==> src/rtl/fifo_pkg.sv <==
// Shared defaults and the status bundle for the parametrised sync FIFO.
// Consumers that want every flag on one wire import fifo_status_t.
package fifo_pkg;

  localparam int FIFO_DEFAULT_WIDTH = 8;
  localparam int FIFO_DEFAULT_DEPTH = 16;

  typedef struct packed {
    logic full;
    logic empty;
    logic almost_full;
    logic almost_empty;
    logic overflow;
    logic underflow;
  } fifo_status_t;

endpackage

==> src/rtl/fifo_mem.sv <==
// WIDTH x DEPTH register array for the sync FIFO.
// One synchronous write port and one asynchronous read port; never reset.
module fifo_mem #(
  parameter int WIDTH = 8,
  parameter int DEPTH = 16
) (
  input  logic                     clk,
  input  logic                     we,
  input  logic [$clog2(DEPTH)-1:0] waddr,
  input  logic [WIDTH-1:0]         wdata,
  input  logic [$clog2(DEPTH)-1:0] raddr,
  output logic [WIDTH-1:0]         rdata
);

  logic [WIDTH-1:0] mem [DEPTH];

  always_ff @(posedge clk) begin
    if (we) mem[waddr] <= wdata;
  end

  assign rdata = mem[raddr];

endmodule

==> src/rtl/sync_fifo_param.sv <==
// Single-clock FIFO with simultaneous read/write, thresholds and sticky errors.
// Define SYNC_FIFO_FWFT_EN for first-word-fall-through output.
module sync_fifo_param
  import fifo_pkg::*;
#(
  parameter int WIDTH    = FIFO_DEFAULT_WIDTH,
  parameter int DEPTH    = FIFO_DEFAULT_DEPTH,
  parameter int AF_LEVEL = DEPTH - 2,
  parameter int AE_LEVEL = 2
) (
  input  logic                     clk,
  input  logic                     rst_n,
  input  logic                     clr,
  input  logic                     wr,
  input  logic [WIDTH-1:0]         din,
  input  logic                     rd,
  output logic [WIDTH-1:0]         dout,
  output logic                     dout_valid,
  output logic                     full,
  output logic                     empty,
  output logic                     almost_full,
  output logic                     almost_empty,
  output logic [$clog2(DEPTH):0]   count,
  output logic                     overflow,
  output logic                     underflow
);

  localparam int AW = $clog2(DEPTH);
  localparam int CW = AW + 1;

  logic [AW-1:0]    wptr;
  logic [AW-1:0]    rptr;
  logic [CW-1:0]    cnt_q;
  logic             ovf_q;
  logic             udf_q;
  logic             rd_acc;
  logic             wr_acc;
  logic [WIDTH-1:0] rdata;
  fifo_status_t     st;

  always_comb begin
    st              = '0;
    st.full         = (cnt_q == CW'(DEPTH));
    st.empty        = (cnt_q == '0);
    st.almost_full  = (cnt_q >= CW'(AF_LEVEL));
    st.almost_empty = (cnt_q <= CW'(AE_LEVEL));
    st.overflow     = ovf_q;
    st.underflow    = udf_q;
  end

  assign rd_acc = rd && !st.empty;
  // a full FIFO still takes a write when a read frees a slot
  assign wr_acc = wr && (!st.full || rd_acc);

  fifo_mem #(
    .WIDTH (WIDTH),
    .DEPTH (DEPTH)
  ) u_mem (
    .clk   (clk),
    .we    (wr_acc && !clr),
    .waddr (wptr),
    .wdata (din),
    .raddr (rptr),
    .rdata (rdata)
  );

  always_ff @(posedge clk or negedge rst_n) begin
    if (!rst_n) begin
      wptr  <= '0;
      rptr  <= '0;
      cnt_q <= '0;
      ovf_q <= 1'b0;
      udf_q <= 1'b0;
    end else if (clr) begin
      wptr  <= '0;
      rptr  <= '0;
      cnt_q <= '0;
      ovf_q <= 1'b0;
      udf_q <= 1'b0;
    end else begin
      if (wr_acc) wptr <= wptr + AW'(1);
      if (rd_acc) rptr <= rptr + AW'(1);
      case ({wr_acc, rd_acc})
        2'b10:   cnt_q <= cnt_q + CW'(1);
        2'b01:   cnt_q <= cnt_q - CW'(1);
        default: cnt_q <= cnt_q;
      endcase
      if (wr && !wr_acc) ovf_q <= 1'b1;
      if (rd && !rd_acc) udf_q <= 1'b1;
    end
  end

`ifdef SYNC_FIFO_FWFT_EN
  assign dout       = rdata;
  assign dout_valid = !st.empty;
`else
  logic [WIDTH-1:0] dout_q;
  logic             dv_q;

  // flush drops the valid strobe but keeps the last popped word
  always_ff @(posedge clk or negedge rst_n) begin
    if (!rst_n) begin
      dout_q <= '0;
      dv_q   <= 1'b0;
    end else if (clr) begin
      dv_q   <= 1'b0;
    end else begin
      dv_q <= rd_acc;
      if (rd_acc) dout_q <= rdata;
    end
  end

  assign dout       = dout_q;
  assign dout_valid = dv_q;
`endif

  assign count        = cnt_q;
  assign full         = st.full;
  assign empty        = st.empty;
  assign almost_full  = st.almost_full;
  assign almost_empty = st.almost_empty;
  assign overflow     = st.overflow;
  assign underflow    = st.underflow;

endmodule

==> config.mk <==
export PLATFORM = sky130hd
export DESIGN_NAME = sync_fifo_param
export DESIGN_NICKNAME = d
export VERILOG_FILES = /design/src/rtl/fifo_pkg.sv /design/src/rtl/fifo_mem.sv /design/src/rtl/sync_fifo_param.sv
export SDC_FILE = /design/constraint.sdc
export NUM_CORES = 1
export LEC_CHECK = 0
export BUFFER_PORTS_ARGS = -buffer_cell sky130_fd_sc_hd__buf_2
export CORE_UTILIZATION = 44
export DETAILED_ROUTE_END_ITERATION = 10
export SETUP_SLACK_MARGIN = 0.5
export SLEW_MARGIN = 10
export SYNTH_ARGS = -nofsm -noshare
export SYNTH_HDL_FRONTEND = slang
export SYNTH_SLANG_ARGS = --single-unit
==> constraint.sdc <==
create_clock -name clk -period 4.2 [get_ports clk]
set_input_delay 0.63 -clock clk [delete_from_list [all_inputs] [get_ports clk]]
set_output_delay 0.63 -clock clk [all_outputs]
set_load 0.01 [all_outputs]
# ---- Yosys cells after proc, flatten, opt, wreduce, memory -nomap -nowiden
# Memories as Yosys holds them, arrays and structs flattened. A register that Yosys moved wholly into a read port is not among the register bits.
# Cells that the tools add are included.
dict set report totals {
  ramBits 128
  reg_bits 16
  n_memories 1
  input_bits 13
}
dict set report op_classes {
  eq_ne 3
  reduce_logical 19
  addsub 4
  magnitude_cmp 2
  bitwise_logic 1
  muxes 13
}
# name words word_bits rd rd_clocked_by_memory_dff write_ports line
set memory_table {}
lappend memory_table {u_mem.mem 16 8 1 1 1 fifo_mem.sv:15} ;# logic [WIDTH-1:0] mem [DEPTH];
# op count
set ops {}
lappend ops {{$mux 4} 4}
lappend ops {{$pmux 5 s2} 1}
lappend ops {{$add 4x1->4 const B} 2}
lappend ops {{$reduce_bool 2->1} 4}
lappend ops {{$mux 1} 7}
lappend ops {{$logic_not 1->1} 6}
lappend ops {{$add 5x1->5 const B} 1}
lappend ops {{$eq 5x5->1 const B} 1}
lappend ops {{$ge 5x4->1 const B} 1}
lappend ops {{$le 5x2->1 const B} 1}
lappend ops {{$logic_and 1x1->1} 5}
lappend ops {{$logic_not 5->1} 1}
lappend ops {{$mux 5} 1}
lappend ops {{$sub 5x1->5 const B} 1}
lappend ops {{$reduce_bool 3->1} 1}
lappend ops {{$eq 2x1->1 const B} 1}
lappend ops {{$eq 2x2->1 const B} 1}
lappend ops {{$reduce_and 2->1} 1}
lappend ops {{$logic_or 1x1->1} 1}
lappend ops {{$not 1->1} 1}

# ---- Longest topological paths before layout
# Gate-level depths: netlist (run 1).
dict set report logic_depth {
  depth_word 9
  mapped_depth 10
  mapped_depth_nobuf 9
}

# ---- Cells and area by module
# A second synthesis (run 1) with hierarchy kept.
dict set report unflattened {
  hier_cells 341
  area_unflattened_um2 6278.5
}
# mod seq_area_each_um2 area_per_inst_um2 cells_each instances
set modules_own_cells {}
lappend modules_own_cells {fifo_mem 3843.7 4987.3 221 1}
lappend modules_own_cells {sync_fifo_param 600.6 1291.2 120 1}

# ---- Worst setup path before layout (run 1)
# Ideal clock, no wire load.
dict set report synth_path {
  kind {reg-to-reg}
  start {register cnt_q[1], in the netlist count[1]}
  end {register cnt_q[4], in the netlist count[4]}
  stages_incl_launch_ff 11
  required_ps 4118
  arrival_ps 2598
  period_less_slack_ps 2680
  slack_ps 1520
  setup_time_ps 82
  path_cell_list {dfrtp_1 or4_1 buf_4 o21ai_2 or2_2 inv_1 ha_1 nand2b_1 a21oi_1 mux2_2 a31oi_1}
}
dict set report synth_between {
  elab_chain_cells 8
}
# item line
set synth_rtl {}
lappend synth_rtl {{start, declared} sync_fifo_param.sv:33} ;# logic [CW-1:0] cnt_q;
lappend synth_rtl {{start signal, assigned} sync_fifo_param.sv:84} ;# 2'b10: cnt_q <= cnt_q + CW'(1);
lappend synth_rtl {{start signal, assigned} sync_fifo_param.sv:85} ;# 2'b01: cnt_q <= cnt_q - CW'(1);
lappend synth_rtl {{start signal, assigned} sync_fifo_param.sv:86} ;# default: cnt_q <= cnt_q;
lappend synth_rtl {{$logic_not 5->1} sync_fifo_param.sv:44} ;# st.empty = (cnt_q == '0);
lappend synth_rtl {{$logic_not 1->1} sync_fifo_param.sv:51} ;# assign rd_acc = rd && !st.empty;
lappend synth_rtl {{$logic_and 1x1->1} sync_fifo_param.sv:51}
lappend synth_rtl {{$logic_or 1x1->1} sync_fifo_param.sv:53} ;# assign wr_acc = wr && (!st.full || rd_acc);
lappend synth_rtl {{$logic_and 1x1->1} sync_fifo_param.sv:53}
lappend synth_rtl {{$eq 2x1->1 / $eq 2x2->1 (equally long branches)} sync_fifo_param.sv:83} ;# case ({wr_acc, rd_acc})
lappend synth_rtl {{$pmux 5 s2} sync_fifo_param.sv:83}
lappend synth_rtl {{$mux 5} sync_fifo_param.sv:74} ;# end else if (clr) begin
# Parallel ways exist; a longest one is shown, timed or not.
# A chain may end at the register's enable or synchronous reset.

# ---- Final worst setup path (run 1)
# Ends and elaborated chain as after synthesis.

==> metrics, run 1 <==
fmax ~0.33 GHz; Worst-Skew Late Latency 430 ps; Congestion Overflow GR 0; Post-CTS Hold Fix Bufs 0; Worst slew margin 0.3499; num ports 33; DIE AREA 14,690 um^2; DRT iter0 DRCs 255; R2R Setup Slk roughly 1200 ps; Yosys Warn Count 0; clk buf depth 2; Critical Path AT roughly 3400 ps; TritonCTS clock tree built; Post-CTS Resized 0; Synth Instances 349; gr usage total 0.1851; FF-to-FF path depth 9; vias in the first global route approximately 3,300; detailed placer's ending HPWL between 7000 and 8000 um; clk_skew between 10 and 15 ps; largest net degree at the start of global routing 34; final setup TNS 0 ps; initial antenna violation count 0; die width 121.2 um; most common cell in the synthesized netlist edfxtp_1; status finished, final reports clean; htree depth 4; RSZ-0062 raised after global routing false; routability congestion estimate 0.7712; setup repair bufs after CTS 0; total power between 3 and 4 mW; Clock Pin Slew Worst Setup and Hold Paths around 60 ps; DRC Markers 0; Reg-to-Reg End count[4]; Clock Tree Root clkbuf_16; Synth area leaders edfxtp_1 (61%), mux4_2 (12%), dfrtp_1 (9.6%); CP max-delay cell or4_1; Vias 3,216; part of the cycle the worst path needs 0.7138; number of synthesized register bits approximately 150; sequential fraction of the synthesis area 0.7107; area leader, netlist edfxtp_1; IO buf count 32; drt first pass iters 5; worst hold path type input pin to async pin; CP Max Fanout 9; nature of the critical path endpoint flip-flop; worst-case vdd ir drop around 300 uV; ys async rst share 0.1579; # rows 43; Synth cell types 44; max-slew violation count 0; Setup crit start kind flip-flop; final WL 12,340 um; PD cells approximately 550 nW/um^2; global-route wire length before repair around 19,000 um; initial core utilization 0.4505; Max Cap Viol 0; Lkg Pwr ~2.4 nW; synth-to-layout area growth 14.31%; synthesized area around 6300 um^2; Critical path origin count[1]; TritonCTS Buffers 17; Core Footprint around 14,000 um^2; Final Hold Fails 0; Synth top area share 0.6146; Final ANT Viol Nets 0; Post-synth top cells edfxtp_1 (128), nor2_1 (37), mux4_2 (32), dfrtp_1 (24), o22ai_1 (16); min Tclk post-route 2998 ps; crit-path cells or4_1, o21ai_2, or2_2, inv_1, ha_1, nand2b_1, a21oi_1, mux2_2, a31oi_1; final hold slack approximately 220 ps; number of sinks on the clock net roughly 150; Synth Flop Type edfxtp_1; layout cells sized above 1 0.2990; nets roughly 410; WL per Instance ~21 um; Least-Margin Pin Slew 971.6 ps; syn avg cell area approximately 18 um^2; vias per inst about 5.6; Critical R2R Launch count[1]; # fillers 1,140; EDFF count, synth between 100 and 150; Die Span Y about 120 um; final setup vio count 0; # diodes 0; CP Data Required Time 4550 ps; post-synth net total roughly 370; CP Class flip-flop to flip-flop; delay of the slowest critical-path stage 770 ps
==> worst max path at each step <==
stage | endpoint | depth (start not counted)
after CTS | count[4] | 9
after global placement | count[4] | 9
after floorplan | count[4] | 10
final | count[4] | 9
after global routing | count[4] | 9
after detailed placement | count[4] | 9
==> flip-flops by register name, summed over array words and instances, names as in the netlist <==
register / count
overflow: 1
u_mem.mem: 128
rptr: 4
wptr: 4
dout_valid: 1
underflow: 1
dout: 8
count: 5
==> where the power goes <==
group          switching, mW  total [mW]  internal, mW  leakage, nW
registers             0.0996        1.82          1.72         1.45
logic                  0.336       0.591         0.255        0.702
clock network          0.614        1.50         0.883        0.268
==> cells by family (layout without fill, tap and decap cells) <==
| group | count (synthesis) | count (layout) | synth area share |
|---|---|---|---|
| buf+inv | 26 | 75 | 0.01921 |
| simple gates | 63 | 63 | 0.04642 |
| fa+ha+maj | 9 | 9 | 0.01921 |
| flops | 152 | 152 | 0.7107 |
| mux | 49 | 49 | 0.1467 |
| xor+xnor | 8 | 8 | 0.01120 |
| compound gates | 42 | 42 | 0.04662 |
==> metrics by stage <==
step | instance area (um^2) | util | cells | setup WS, ps
global placement | 6569 | 0.4732 | 546 | 1310
global route | 7148 | 0.5150 | 578 | 1015
finish | 7148 | 0.5150 | 578 | 1202
detailed placement | 6569 | 0.4732 | 546 | 1210
floorplan | 6254 | - | 349 | 1520
CTS | 7148 | 0.5150 | 578 | 1198
==> layout by cell type (no fill, tap or decap), types with 2 or more instances in the layout <==
cell        netlist  layout
clkinvlp_4        0       4
dfrtp_1          24      23
inv_1             9       9
nand2_1           8       8
nand2b_1          3       3
xnor2_1           3       3
ha_1              8       8
mux2_4            3       3
mux2i_1           5       5
or2_2             3       3
inv_6             0       4
a21oi_1          10      10
clkbuf_16         0      17
clkinv_4          0       2
xor2_1            5       5
a31oi_1           3       3
clkbuf_1          5       3
o22ai_1          16      16
o21ai_0           2       2
o211ai_1          2       2
buf_4             1       2
mux4_2           32      32
edfxtp_1        128     128
bufinv_16         0       2
buf_2             9      32
nor2_1           37      37
mux2_2            9       9
nand3_1           3       3
==> metal layers <==
metal / vias up / track usage / part of all wire
li1: 1448 / - / -
met1: 1677 / 0.2389 / 0.45
met2: 72 / 0.2871 / 0.49
met3: 19 / 0.05310 / 0.038
met4: 0 / 0.09182 / 0.022
met5: - / 0 / 0
==> critical path: cells and delay by family (launching register included) <==
family | cells | cell delay (ps)
adder cells (fa/ha/maj) | 1 | 330
AND/OR/NAND/NOR | 3 | 1000
multiplexers | 1 | 380
buffers and inverters | 1 | 70
flip-flops | 1 | 460
AO/OA/AOI/OAI | 3 | 680
==> final cells by class <==
class / count / area, um^2 / area share
Inverter: 9 / 33.78 / 0.004726
Multi-Input combinational cell: 171 / 1689 / 0.2363
Sequential cell: 152 / 4446 / 0.6219
Tap cell: 180 / 225.2 / 0.03151
Clock inverter: 12 / 142.6 / 0.01995
Clock buffer: 20 / 436.7 / 0.06109
Timing Repair Buffer: 34 / 175.2 / 0.02451
Note: power is estimated with default switching activity, not from simulation.
==> run 2: changes to the inputs <==
==> constraint.sdc (replaced) <==
create_clock -name clk -period 2.7 [get_ports clk]
set_input_delay 0.405 -clock clk [delete_from_list [all_inputs] [get_ports clk]]
set_output_delay 0.405 -clock clk [all_outputs]
set_load 0.01 [all_outputs]
==> metrics, run 2 (synthesized netlist as in run 1, its figures left out) <==
status finished, violations left; failing checks hold timing; htree depth 4; Final Hold Fails 11; Congestion Overflow GR 0; initial antenna violation count 0; CP max-delay cell or4_4; Lkg Pwr 2.544 nW; Area after DPL 6711 um^2; # diodes 0; RSZ-0062 raised after global routing true; placed cells 557; CP Max Fanout 3; Reg-to-Reg End count[4]; Clock Tree Root clkbuf_16; TritonCTS clock tree built; Critical Path AT about 2700 ps; max FFs per register 128; layout cells sized above 1 0.3976; Die Span Y between 100 and 150 um; Comb pwr share 0.203; worst-case vdd ir drop just under 500 uV; worst slack, placed 123.7 ps; final setup TNS 0 ps; Critical R2R Launch count[0]; num ports 33; nets about 420; final WL around 13,000 um; gr usage total 0.1933; clock group share of total power 0.363; initial core utilization 0.4505; Setup crit start kind flip-flop; final hold slack -6.418 ps; Post-CTS Hold Fix Bufs 0; final core utilization 0.5379; routability congestion estimate about 0.79; Cell Count, Final, Fillers Out about 600; clk buf depth 2; vias per inst 5.467; die width between 100 and 150 um; R2R Setup Slk about 320 ps; Top reg by flops u_mem.mem; Core Footprint 13,880 um^2; worst hold path type input pin to async pin; number of sinks on the clock net 152; IO buf count 32; CP Data Required Time 3030 ps; Switching Fraction 0.2662; TritonCTS Buffers 17; detailed placer's ending HPWL ~7800 um; DRC Markers 0; # rows 43; most frequent cells in the layout edfxtp_1 (128), mux4_2 (32), buf_2 (31); DRT iter0 DRCs 129; drt first pass iters 4; part of the cycle the worst path needs 0.8825; Vias 3,253; clk_skew roughly 11 ps; synth-to-layout area growth 19.41%; FF-to-FF path depth 9; max-slew violation count 0; largest net degree at the start of global routing 35; Worst-Skew Late Latency roughly 420 ps; Least-Margin Pin Slew 967.7 ps; Worst slew margin 0.3525; P_int ~4.7 mW; Final ANT Viol Nets 0; final setup vio count 0; delay of the slowest critical-path stage between 500 and 600 ps; fmax roughly 0.42 GHz; switching power ~1.7 mW; Clock Pin Slew Worst Setup and Hold Paths approximately 60 ps; nature of the critical path endpoint flip-flop; min Tclk post-route 2383 ps; CP Class flip-flop to flip-flop; PD cells approximately 860 nW/um^2; global-route wire length before repair 19,820 um; WL per Instance between 20 and 25 um; Final Instance Area ~7500 um^2; DIE AREA around 15,000 um^2; sequential power share 0.433; Max Cap Viol 0; commonest non-fill, non-tap cell in the layout edfxtp_1; crit-path cells or4_4, o21ai_4, or2_4, inv_4, ha_4, nand2b_4, a21oi_4, mux2_4, a31oi_2; vias in the first global route 3,465; worst setup margin ~320 ps
-- run 2: cell types whose count changed in the layout (fill, tap and decap cells not counted), sizes merged --
cell / before / now
inv: 13 / 10
clkbuf: 20 / 18
bufinv: 2 / 3
clkinv: 2 / 6
buf: 34 / 51
-- run 2: worst max path at each step --
stage               startpoint        to  slack, ps  cells after the start
floorplan             count[0]  count[4]        160                     10
global placement      count[1]  count[4]        190                      9
detailed placement    count[1]  count[4]        120                      9
CTS                   count[1]  count[4]        370                      9
global route          count[0]  count[4]        230                     10
finish                count[0]  count[4]        320                      9
-- run 2: final cells by class --
class,count,area [um^2]
Fill cell,1112,6414
Clock inverter,14,157.7
Sequential cell,152,4448
Tap cell,180,225.2
Clock buffer,18,429.2
Timing Repair Buffer,51,345.3
Multi-Input combinational cell,171,1826
Inverter,9,36.28
-- run 2: per-stage QoR --
stage / hold slack, ps / total power, mW
2_1_floorplan: 109.4 / 3.521
3_3_place_gp: 442.0 / 3.930
3_5_place_dp: 449.3 / 3.961
4_1_cts: 6.649 / 6.352
5_1_grt: 34.18 / 6.646
6_report: -6.418 / 6.402
-- run 2: metal layers --
layer  wire [um]  vias up  GRT usage  part of all wire
met1        5320     1678     0.2468              0.41
li1            -     1479          -                 -
met3         608       10    0.03806             0.047
met4         190        0    0.08873             0.015
met2        6704       86     0.3196              0.52
met5           0        -          0                 0
-- run 2: critical path, delay by kind of cell, from the launching register on --
kind                       cells  cell delay (ps)
and+or+nand+nor                3              770
AOI/OAI and AO/OA              3              460
DFF                            1              400
muxes                          1              320
adders and majority gates      1              290
buffers and inverters          1               50
-- run 2: power by group through the flow --
stage	logic [mW]	registers, mW	clock network [mW]
after floorplan	0.665	2.86	0
after global placement	1.11	2.82	0
after detailed placement	1.13	2.83	0
after CTS	1.21	2.77	2.37
after global routing	1.42	2.79	2.44
final	1.30	2.77	2.33
-- run 2: timing repair --
action                                  in CTS  in global routing
endpoints found under the setup margin     101                 29
pin swaps                                    7                  4
resized for setup                           14                 16
hold endpoints to repair                     0                  0
buffers inserted                             4                  2
==> run 3: changes to the inputs <==
--- a/config.mk
+++ b/config.mk
@@ -5,6 +5,7 @@
 export SDC_FILE = /design/constraint.sdc
 export NUM_CORES = 1
 export LEC_CHECK = 0
+export ABC_AREA = 1
 export BUFFER_PORTS_ARGS = -buffer_cell sky130_fd_sc_hd__buf_2
 export CORE_UTILIZATION = 44
 export DETAILED_ROUTE_END_ITERATION = 10
==> metrics, run 3 <==
status finished, final reports clean; delay of the slowest critical-path stage approximately 600 ps; synth-to-layout area growth 13.23%; PD cells ~850 nW/um^2; Final ANT Viol Nets 0; RSZ-0062 raised after global routing false; Worst Path Buf+Inv 1; Synth area leaders edfxtp_1 (56%), nand2_1 (12%), dfrtp_1 (8.7%); most common cell in the synthesized netlist nand2_1; switching power ~2.3 mW; P_int 4.407 mW; Least-Margin Pin Slew 724.1 ps; num ports 33; nature of the critical path endpoint flip-flop; htree depth 4; Post-synth top cells nand2_1 (217), edfxtp_1 (128), inv_1 (114), nand3_1 (112), dfrtp_1 (24); drt first pass iters 5; final setup TNS 0 ps; Worst slew margin 0.5155; number of sinks on the clock net around 150; ys async rst share 0.1579; part of the cycle the worst path needs 0.7604; Final Hold Fails 0; DIE AREA ~16,000 um^2; syn avg cell area between 9 and 10 um^2; CP Class flip-flop to flip-flop; # diodes 0; setup repair bufs after CTS 0; gr usage total 0.2073; TritonCTS Buffers 17; die width 127.2 um; EDFF count, synth about 130; # rows 45; Clock Tree Root clkbuf_16; hold path depth 2; Synth top area share 0.5574; Synth Instances 697; Yosys Warn Count 0; number of synthesized register bits approximately 150; CP Data Required Time 2760 ps; clk_skew between 8 and 9 ps; Congestion Overflow GR 0; FF-to-FF path depth 6; Critical Path AT ~2100 ps; largest delay contributor family on the critical path simple AND/OR/NAND/NOR gates; clock group share of total power 0.324; final setup vio count 0; Synth Flop Type edfxtp_1; Setup crit start kind flip-flop; Core Footprint roughly 15,000 um^2; WL per Instance around 16 um; nets between 700 and 800; Lkg Pwr between 3 and 4 nW; post-synth net total between 700 and 800; CP max-delay cell nor2_1; global-route wire length before repair 24,450 um; sequential power share 0.417; routability congestion estimate between 0.8 and 0.9; vias per inst around 5.0; TritonCTS clock tree built; layout cells sized above 1 0.1215; detailed placer's ending HPWL between 10,000 and 15,000 um; clk buf depth 2; fmax around 0.49 GHz; Clock Pin Slew Worst Setup and Hold Paths 70 ps; Die Span Y approximately 130 um; R2R Setup Slk approximately 650 ps; commonest non-fill, non-tap cell in the layout nand2_1; synthesized area ~6900 um^2; placed cells slightly above 900; DRC Markers 0; max-slew violation count 0; crit-path cells nor2_4, nand3_2, o21ai_2, inv_2, nand2_1, nor2_1; min Tclk post-route ~2100 ps; IO buf count 32; vias in the first global route between 4,000 and 5,000; sequential fraction of the synthesis area 0.6445; initial core utilization 0.4519; final WL between 15,000 and 20,000 um; CP Max Fanout 8; Worst-Skew Late Latency between 400 and 500 ps; worst-case vdd ir drop between 500 and 600 uV; area leader, netlist edfxtp_1; initial antenna violation count 0; Max Cap Viol 0; WP depth 6; Comb pwr share 0.258; Synth cell types 31; Top reg by flops u_mem.mem; Switching Fraction 0.3389; total power around 6.7 mW; DRT iter0 DRCs 376; largest net degree at the start of global routing 67; Vias ~4,700; worst hold path type input pin to flip-flop; most frequent cells in the layout nand2_1 (217), edfxtp_1 (128), inv_1 (113); max FFs per register approximately 130; Cell Count, Final, Fillers Out roughly 950
[run 3: changes by cell type after synthesis, sizes merged, moves of 4 or more]
| cell | previous run | this run |
|---|---|---|
| mux4 | 32 | 0 |
| mux2 | 12 | 0 |
| a21oi | 11 | 3 |
| xor2 | 5 | 1 |
| nand2 | 9 | 218 |
| o22ai | 16 | 0 |
| inv | 9 | 118 |
| nand4 | 0 | 4 |
| nand3 | 4 | 118 |
| o21ai | 3 | 13 |
| buf | 12 | 26 |
| mux2i | 5 | 0 |
| nor2 | 37 | 25 |
[run 3: final cells by class]
class / instances / area (um^2)
fill: 1366 / 7451
sequential: 152 / 4449
multi-input combinational: 397 / 1863
inverter: 120 / 450.4
clock buffer: 17 / 425.4
tap: 211 / 264.0
timing repair buffer: 40 / 235.2
clock inverter: 15 / 120.1
[run 3: worst paths after layout]
check	start	end
setup / recovery	count[2]	u_mem.mem[9][3]
hold / removal	clr	overflow
setup reg to reg	count[2]	u_mem.mem[9][3]
hold reg to reg	dout[2]	dout[2]
max in group asynchronous	rst_n	count[0]
min in group asynchronous	rst_n	dout[4]
[run 3: layer usage]
layer | part of all wire | GRT usage | vias to the layer above
met1 | 0.45 | 0.2820 | 2250
li1 | - | - | 2318
met3 | 0.057 | 0.04606 | 19
met2 | 0.48 | 0.3326 | 136
met4 | 0.013 | 0.06583 | 0
met5 | 0 | 0 | -
[run 3: stage by stage]
| step | setup WS [ps] | hold WS [ps] | cell area, um^2 | util |
|---|---|---|---|---|
| floorplan | 713.1 | 109.4 | 6895 | - |
| global placement | 604.5 | 426.5 | 7223 | 0.4734 |
| detailed placement | 535.5 | 433.0 | 7223 | 0.4734 |
| CTS | 535.0 | 248.0 | 7779 | 0.5098 |
| global route | 486.6 | 285.8 | 7807 | 0.5117 |
| finish | 647.0 | 264.6 | 7807 | 0.5117 |
[run 3: cell families after synthesis]
kind of cell               Yosys count  share of synthesized area
buffers and inverters              148                    0.08891
xor gates and xnor gates             2                   0.002541
DFF                                152                     0.6445
AOI/OAI and AO/OA                   18                    0.01488
adders and majority gates            9                    0.01742
and+or+nand+nor                    368                     0.2317
[run 3: what timing repair did]
action                                  in CTS  in global routing
hold buffers                                 1                  0
endpoints found under the setup margin       0                  1
hold endpoints to repair                    24                  0
resized for setup                            0                  8
[run 3: power by group through the flow]
stage                     combinational (mW)  sequential, mW  clock [mW]
final                                   1.72            2.78        2.16
after global routing                    1.94            2.80        2.27
after CTS                               1.69            2.77        2.18
after detailed placement                1.68            2.82           0
after global placement                  1.65            2.81           0
after floorplan                         1.13            2.85           0
